<file path="src/rtl/despacho_preempcao_if.sv">
// Timer/PC-side signal bundle of the preemption responder.
// master drives the requests and boundaries; slave is the responder itself.
interface despacho_preempcao_if;
    logic        timer;
    logic [31:0] pcAtual;
    logic        instr_fim;
    logic        eret;
    logic        desvio;
    logic [31:0] pcDesvio;
    logic [31:0] epc;
    logic        modo_kernel;
    logic [31:0] preempcoes;

    modport master (
        output timer, pcAtual, instr_fim, eret,
        input  desvio, pcDesvio, epc, modo_kernel, preempcoes
    );

    modport slave (
        input  timer, pcAtual, instr_fim, eret,
        output desvio, pcDesvio, epc, modo_kernel, preempcoes
    );
endinterface

</file>
<file path="src/rtl/despacho_preempcao.sv">
// Preemption responder: saves user PC at a boundary, jumps to VETOR, returns on eret.
// Latency: boundary at edge k -> PC load during k+1; no backpressure, timer is a held level.
module despacho_preempcao #(
    parameter logic [31:0] VETOR          = 32'd100,
    parameter logic [31:0] LIMITE_USUARIO = 32'd3000
) (
    input  logic                     clock_auto,
    input  logic                     reset_n,
    despacho_preempcao_if.slave      bus
);

    typedef enum logic [2:0] {
        USUARIO  = 3'd0,
        PENDENTE = 3'd1,
        DESVIA   = 3'd2,
        KERNEL   = 3'd3,
        RETORNA  = 3'd4
    } estado_t;

    estado_t     estado_q, estado_d;
    logic [31:0] epc_q;
    logic [31:0] preempcoes_q;
    logic        epc_we;
    logic        conta_inc;

    always_ff @(posedge clock_auto or negedge reset_n) begin
        if (!reset_n) begin
            estado_q     <= USUARIO;
            epc_q        <= 32'd0;
            preempcoes_q <= 32'd0;
        end else begin
            estado_q <= estado_d;
            if (epc_we)
                epc_q <= bus.pcAtual;
            if (conta_inc)
                preempcoes_q <= preempcoes_q + 32'd1;
        end
    end

    always_comb begin
        estado_d         = estado_q;
        epc_we           = 1'b0;
        conta_inc        = 1'b0;
        bus.desvio       = 1'b0;
        bus.pcDesvio     = 32'd0;
        bus.modo_kernel  = 1'b0;
        unique case (estado_q)
            USUARIO: begin
                // A boundary in the same cycle as the request never counts.
                if (bus.timer && (bus.pcAtual >= LIMITE_USUARIO))
                    estado_d = PENDENTE;
            end
            PENDENTE: begin
                if (!bus.timer) begin
                    estado_d = USUARIO;
                end else if (bus.instr_fim) begin
                    epc_we   = 1'b1;
                    estado_d = DESVIA;
                end
            end
            DESVIA: begin
                bus.desvio      = 1'b1;
                bus.pcDesvio    = VETOR;
                bus.modo_kernel = 1'b1;
                conta_inc       = 1'b1;
                estado_d        = KERNEL;
            end
            KERNEL: begin
                bus.modo_kernel = 1'b1;
                if (bus.eret)
                    estado_d = RETORNA;
            end
            RETORNA: begin
                bus.desvio      = 1'b1;
                bus.pcDesvio    = epc_q;
                bus.modo_kernel = 1'b1;
                estado_d        = USUARIO;
            end
            default: estado_d = USUARIO;
        endcase
    end

    assign bus.epc        = epc_q;
    assign bus.preempcoes = preempcoes_q;

endmodule

</file>
<file path="src/flat_wrapper.sv">
// flat-port wrapper written by rule: the top's interface ports become plain ports
module despacho_preempcao_flat 
#(
    parameter logic [31:0] VETOR          = 32'd100,
    parameter logic [31:0] LIMITE_USUARIO = 32'd3000
)
  (clock_auto, reset_n, bus_timer, bus_pcAtual, bus_instr_fim, bus_eret, bus_desvio, bus_pcDesvio, bus_epc, bus_modo_kernel, bus_preempcoes);
  despacho_preempcao_if bus_i ();
  input  logic clock_auto;
  input  logic reset_n;
  input wire logic [$bits(bus_i.timer)-1:0] bus_timer;
  input wire logic [$bits(bus_i.pcAtual)-1:0] bus_pcAtual;
  input wire logic [$bits(bus_i.instr_fim)-1:0] bus_instr_fim;
  input wire logic [$bits(bus_i.eret)-1:0] bus_eret;
  output wire logic [$bits(bus_i.desvio)-1:0] bus_desvio;
  output wire logic [$bits(bus_i.pcDesvio)-1:0] bus_pcDesvio;
  output wire logic [$bits(bus_i.epc)-1:0] bus_epc;
  output wire logic [$bits(bus_i.modo_kernel)-1:0] bus_modo_kernel;
  output wire logic [$bits(bus_i.preempcoes)-1:0] bus_preempcoes;
  assign bus_i.timer = bus_timer;
  assign bus_i.pcAtual = bus_pcAtual;
  assign bus_i.instr_fim = bus_instr_fim;
  assign bus_i.eret = bus_eret;
  assign bus_desvio = bus_i.desvio;
  assign bus_pcDesvio = bus_i.pcDesvio;
  assign bus_epc = bus_i.epc;
  assign bus_modo_kernel = bus_i.modo_kernel;
  assign bus_preempcoes = bus_i.preempcoes;
  despacho_preempcao #(.VETOR(VETOR), .LIMITE_USUARIO(LIMITE_USUARIO)) u_core (.clock_auto(clock_auto), .reset_n(reset_n), .bus(bus_i));
endmodule
</file>
<file path="config.mk">
export PLATFORM = sky130hd
export DESIGN_NAME = despacho_preempcao_flat
export DESIGN_NICKNAME = d
export VERILOG_FILES = /design/src/rtl/despacho_preempcao_if.sv /design/src/rtl/despacho_preempcao.sv /design/src/flat_wrapper.sv
export SDC_FILE = /design/constraint.sdc
export NUM_CORES = 1
export LEC_CHECK = 0
export ABC_CLOCK_PERIOD_IN_PS = 2600
export CORE_MARGIN = 10
export CORE_UTILIZATION = 42
export CTS_CLUSTER_SIZE = 28
export DETAILED_ROUTE_END_ITERATION = 7
export PLACE_DENSITY = 0.86
export SLEW_MARGIN = 20
export SYNTH_ARGS = -nofsm -noshare
export SYNTH_HDL_FRONTEND = slang
export SYNTH_SLANG_ARGS = --single-unit
</file>
<file path="constraint.sdc">
create_clock -name clock_auto -period 2.6 [get_ports clock_auto]
set_clock_uncertainty 0.2 [all_clocks]
set_input_delay 0.26 -clock clock_auto [delete_from_list [all_inputs] [get_ports clock_auto]]
set_output_delay 0.26 -clock clock_auto [all_outputs]
set_load 0.03 [all_outputs]
</file>
==> flow_summary.toml, run 1 <==
[finish]
multi_input_gate_area_um2 = 1380
area.sequential_um2 = 1680
area.growth.synth_to_final_pct = 52.4
filler_cell_count = 542
drive_gt1_share_pct = 22.3
diodes = 0
final_net_count = 451
final_cells = 516

[setup_path]
cp_max_fo = 9
crit_path_cell_trace = "buf_4 > nand2b_1 > o21ai_0 > clkdlybuf4s50_1"
worst-r2r-cell-count = 4
max_stage_delay_ns = 0.70
worst_setup_path_start_kind = "register"
crit_path_start = "u_core.estado_q[1]"
crit_path_top_delay_cell = "sky130_fd_sc_hd__clkdlybuf4s50_1"
path_type_of_the_worst_setup_path = "register to output pin"
cp_data_required_time_ns = 2.14
timing.critical_path.buf_inv = 2
rrSetupSlack_ns = 0.35
timing.rr.end = "u_core.bus.preempcoes[31]"
setup.worst_path.end_class = "output pin"
critical_path.top_delay_family = "buffers and inverters"
cp.arrival_ns = 1.92
critical_path.reg2reg.startpoint = "u_core.estado_q[2]"

[power]
pwr-share-comb_pct = 47.5
seqPwrFrac_pct = 34.4
total_leakage_power_nw = 2.13
peakVddDrop_uv = 809
share_clk_of_total_power_pct = 18.1
power.internal_mw = 2.84
power_density_nw_per_um2 = 999
power.share.switching_pct = 40.4
power.switching_mw = 1.92

[sta]
rsz0062_at_grt = "no"
max_slew.worst_pin.slew_ns = 0.596
maxSlewHeadroom_pct = 60.0
finalHoldViolations = 0
report.final.slew_viol_count = 0
worst_hold_slack_ns = 0.222
layout_worst_path_cycle_share_pct = 91.5
fin_ws_ns = 0.220
timing.final.setup_violations = 0
fin_tns_setup_ns = 0
max_frequency_mhz = 420
finalWorstPathRequiredPeriod_ns = 2.38

[floorplanning]
fp.dieH_um = 106
total_i_o_pin_count = 135
placement_rows = 31
fp.dieArea_um2 = 11300
initial_core_utilization_pct = 43.1
horizontal_die_dimension_um = 106
core_region_area_um2 = 7250

[clock_network]
post_cts_hold_buffer_count = 1
cts_tree = "yes"
clock_tree.buffer_depth = 2
clk_lat_worst_skew_ns = 0.34
cts-resized-gates = 0
post_cts_buffers = 0
clock_edge_transition_at_the_registers_on_the_reported_setup_and_hold_paths_ns = 0.07
number_of_buffers_created_by_cts = 9
cts_root_buf = "sky130_fd_sc_hd__clkbuf_8"
clock-sinks = 67
cts_max_level = 3

[drt]
drc = 0
violation_count_after_the_first_detailed_route_iteration = 103
route.detailed.vias_per_inst = 5.28
detailroute.via_count = 2723
route.detailed.wl_per_inst_um = 18.8
route.final.wire_length_mm = 9.71
ant_nets = 0
drt_pass1_iterations = 6

[place]
hpwl_mm = 7.36
setup_slack_placement_ns = 0.363
dp_cells = 500
io_buffer_count = 134
place_congestion = 0.820

[run]
maxCapViolCount = 0

[synth]
synth_most_common_cell = "sky130_fd_sc_hd__dfrtp_1"
synthDominantCellAreaShare_pct = 53.6
synthesis.area_per_instance_um2 = 11.6
mapped_nets = 308
postSynthRegisterBits = 67
yosys_warnings = 0
netlist_top_cells_area = "sky130_fd_sc_hd__dfrtp_1 54%, sky130_fd_sc_hd__mux2_2 12%, sky130_fd_sc_hd__xnor2_1 7.6%, sky130_fd_sc_hd__and3_1 6.6%, sky130_fd_sc_hd__nand4_1 3.0%"
synthArstFlopShare_pct = 100
syn-cell-area_um2 = 3130
synth_commonest_cells = "67 x sky130_fd_sc_hd__dfrtp_1, 33 x sky130_fd_sc_hd__and3_1, 33 x sky130_fd_sc_hd__mux2_2, 27 x sky130_fd_sc_hd__xnor2_1"
synth-main-ff-cell = "sky130_fd_sc_hd__dfrtp_1"
post_synthesis_sequential_area_ratio_pct = 53.6
syn-instance-count = 270
synth.distinct_cells = 31
synth_edf_count = 0
post-synth-top-area-cell = "sky130_fd_sc_hd__dfrtp_1"

[min_path]
holdCritPathClass = "input port to async pin"

[global_route]
grt_antenna_before_repair = 0
grt_pass1_wl_mm = 15.7
grt_pass1_vias = 2920
pin_count_of_the_biggest_net_entering_global_routing = 33
grt_use_total_pct = 17.3
grt_overflow = 0

[outcome]
status = "complete, no violations"
sequential cells by signal, summed over array words and instances, names as in the netlist:
register / cells
u_core.bus.epc: 32
u_core.bus.preempcoes: 32
u_core.estado_q: 3
per-layer routing:
metal	vias to the layer above	GRT usage, %	wire (µm)
li1	1257	-	-
met1	1335	19.4	3840
met2	118	27.5	4630
met3	13	9.78	1100
met4	0	5.03	140
met5	-	0	0
kinds of logic (layout without fill, tap and decap cells):
logic type               count (synthesis)  in the layout  share of synthesized area (%)
AND/OR/NAND/NOR                        110            110                           20.8
multiplexers                            33             33                           11.9
flip-flops                              67             67                           53.6
AO/OA/AOI/OAI                           11             11                           2.20
buffers and inverters                   17            164                           2.44
adder cells (fa/ha/maj)                  1              1                          0.400
XOR/XNOR                                31             31                           8.68
worst max path at each step:
stage                           endpoint  cells after the start  slack [ns]
6_report                 bus_modo_kernel                      4        0.22
5_1_grt                  bus_modo_kernel                      4        0.13
4_1_cts                  bus_modo_kernel                      4        0.20
3_5_place_dp   u_core.bus.preempcoes[31]                      4        0.36
3_3_place_gp          u_core.estado_q[0]                      5        0.46
2_1_floorplan  u_core.bus.preempcoes[27]                      4        0.38
metrics by stage:
step | instance area [µm²] | power, mW | util [%]
6_report | 4760 | 4.76 | 65.7
5_1_grt | 4760 | 5.00 | 65.7
4_1_cts | 4760 | 4.80 | 65.7
3_5_place_dp | 4560 | 3.92 | 62.9
3_3_place_gp | 4560 | 3.86 | 62.9
2_1_floorplan | 3130 | 2.88 | -
placed cells by master, fill, tap and decap left out, drive strengths merged, types with 2 or more instances in the layout:
master	count
nand2b	2
nor4	11
nand2	15
xnor2	27
xor2	4
mux2	33
and2	2
nand4	15
buf	43
nand3	14
a21oi	5
dfrtp	67
nor3	6
and3	33
clkbuf	13
clkdlybuf4s50	101
inv	4
nor2	8
a31oi	2
area by class of cell:
class / count / area share [%]
timing repair buffer: 145 / 28.9
tap: 99 / 2.60
multi-input combinational: 186 / 28.9
inverter: 4 / 0.315
clock buffer: 13 / 3.34
sequential: 67 / 35.2
clock inverter: 2 / 0.735
power by group through the flow:
stage                     clock network (mW)  registers [mW]  logic [mW]
after detailed placement                   0            1.64        2.28
after CTS                              0.872            1.64        2.29
after global routing                   0.926            1.68        2.39
after global placement                     0            1.63        2.23
after floorplan                            0            2.15       0.728
final                                  0.863            1.64        2.26
Note: power is estimated with default switching activity, not from simulation.
==> inputs of run 2 (changes only) <==
- CORE_UTILIZATION: 42 -> 44
- CTS_BUF_LIST: not set -> sky130_fd_sc_hd__clkbuf_8
- PLACE_DENSITY: 0.86 -> 0.89
==> run 2 against run 1 <==
- total power increased by 3.1%
- critical path type unchanged
- global-route usage increased by 1.0 points
- cell area rose by 0.39%
- utilization rose by 3.9 points
- via count down 0.55%
- first-iteration DRC count up 7.8%
- die area decreased by 3.7%
- routed wire length increased by 2.7%
- non-clock buffer count fell by 3
==> flow_summary.toml, run 2 (synthesis gave the netlist of run 1 again) <==
[outcome]
status = "complete, no violations"

[global_route]
grt_overflow = 0
pin_count_of_the_biggest_net_entering_global_routing = 39
grt_pass1_wl_mm = 16.3
grt_pass1_vias = 2991
grt_antenna_before_repair = 0
grt_use_total_pct = 18.3

[floorplanning]
horizontal_die_dimension_um = 104
initial_core_utilization_pct = 45.5
placement_rows = 30
core_region_area_um2 = 6870
fp.dieArea_um2 = 10900
fp.dieH_um = 104
total_i_o_pin_count = 135

[finish]
final_net_count = 448
final_common_cell = "sky130_fd_sc_hd__clkdlybuf4s50_1"
postLayoutCellArea_um2 = 4780
area.growth.synth_to_final_pct = 53.0
diodes = 0
layout.cells.most_common_list = "101 x sky130_fd_sc_hd__clkdlybuf4s50_1, 67 x sky130_fd_sc_hd__dfrtp_1, 35 x sky130_fd_sc_hd__buf_4"
final_cells = 511
finish.utilization_pct = 69.6
drive_gt1_share_pct = 22.4

[place]
setup_slack_placement_ns = 0.387
dp_cells = 494
place_congestion = 0.821
hpwl_mm = 7.59
placedInstanceArea_um2 = 4540
io_buffer_count = 134

[clock_network]
number_of_buffers_created_by_cts = 9
cts_root_buf = "sky130_fd_sc_hd__clkbuf_8"
post_cts_buffers = 0
cts_tree = "yes"
clk_lat_worst_skew_ns = 0.34
clock_tree.buffer_depth = 2
clock-sinks = 67
cts_max_level = 3
clock_edge_transition_at_the_registers_on_the_reported_setup_and_hold_paths_ns = 0.08

[setup_path]
cp.arrival_ns = 1.94
cp_data_required_time_ns = 2.14
worst_setup_path_start_kind = "register"
worst-r2r-cell-count = 4
path_type_of_the_worst_setup_path = "register to output pin"
cp_max_fo = 30
setup.worst_path.end_class = "output pin"

[power]
total_leakage_power_nw = 2.13
power_density_nw_per_um2 = 1030
finalPower_mw = 4.91
peakVddDrop_uv = 782

[sta]
timing.final.setup_violations = 0
rsz0062_at_grt = "no"
worst_hold_slack_ns = 0.276
layout_worst_path_cycle_share_pct = 92.3
finalHoldViolations = 0
fin_ws_ns = 0.201
report.final.slew_viol_count = 0
max_slew.worst_pin.slew_ns = 0.768
fin_tns_setup_ns = 0
finalWorstPathRequiredPeriod_ns = 2.40
max_frequency_mhz = 417
maxSlewHeadroom_pct = 48.8

[drt]
drt_pass1_iterations = 4
ant_nets = 0
route.detailed.wl_per_inst_um = 19.5
route.detailed.vias_per_inst = 5.30
drc = 0
route.final.wire_length_mm = 9.97
detailroute.via_count = 2708
violation_count_after_the_first_detailed_route_iteration = 111

[min_path]
hold_depth = 1
holdCritPathClass = "register to register"

[run]
maxCapViolCount = 0
run 2: changes by cell type in the layout (fill, tap and decap cells not counted):
cell	delta
sky130_fd_sc_hd__clkbuf_8	-1
sky130_fd_sc_hd__clkinv_4	+1
sky130_fd_sc_hd__clkinvlp_4	+2
sky130_fd_sc_hd__clkbuf_1	-2
sky130_fd_sc_hd__buf_12	+1
sky130_fd_sc_hd__buf_4	-4
sky130_fd_sc_hd__bufinv_16	+1
run 2: metal layers:
layer | wire length [µm] | track usage [%] | vias to the layer above | part of all wire, %
met3 | 1330 | 10.6 | 15 | 13
met4 | 119 | 4.87 | 0 | 1.2
met1 | 3870 | 20.1 | 1325 | 39
met2 | 4650 | 29.5 | 122 | 47
li1 | - | - | 1246 | -
met5 | 0 | 0 | - | 0
run 2: final cells by class:
type / instances / area [µm²]
well taps: 96 / 120
inverters: 4 / 15.0
fillers: 474 / 2090
multi-input cells: 186 / 1380
repair buffers: 142 / 1370
clock buffers: 10 / 138
clock inverters: 6 / 88.8
flip-flops and latches: 67 / 1680
run 2: worst max-delay path, stage by stage, from the launching register on:
cell and delay, ns:
sky130_fd_sc_hd__dfrtp_1 0.38, sky130_fd_sc_hd__buf_4 0.17, sky130_fd_sc_hd__inv_1 0.57, sky130_fd_sc_hd__and3_1 0.34, sky130_fd_sc_hd__buf_12 0.14
run 2: final timing paths:
path                                                   to                      start  slack [ns]
worst max-delay path                     bus_pcDesvio[25]         u_core.estado_q[0]        0.20
worst min-delay path            u_core.bus.preempcoes[31]  u_core.bus.preempcoes[31]        0.28
worst max register to register  u_core.bus.preempcoes[31]         u_core.estado_q[1]        0.36
worst min register to register  u_core.bus.preempcoes[31]  u_core.bus.preempcoes[31]        0.28
max in group asynchronous       u_core.bus.preempcoes[19]                    reset_n        1.20
min in group asynchronous              u_core.bus.epc[20]                    reset_n        0.34
run 2: where the power goes:
| part | leakage, nW | switching, mW | internal (mW) |
|---|---|---|---|
| Clock | 0.108 | 0.422 | 0.566 |
| Sequential | 0.860 | 0.320 | 1.36 |
| Combinational | 1.16 | 1.27 | 0.972 |
| Total | 2.13 | 2.01 | 2.89 |
run 2: repair_timing:
action                                  4_1_cts  5_1_grt
resized for setup                             0        1
hold buffers                                  1        0
endpoints found under the setup margin        0        2
hold endpoints to repair                     29        0
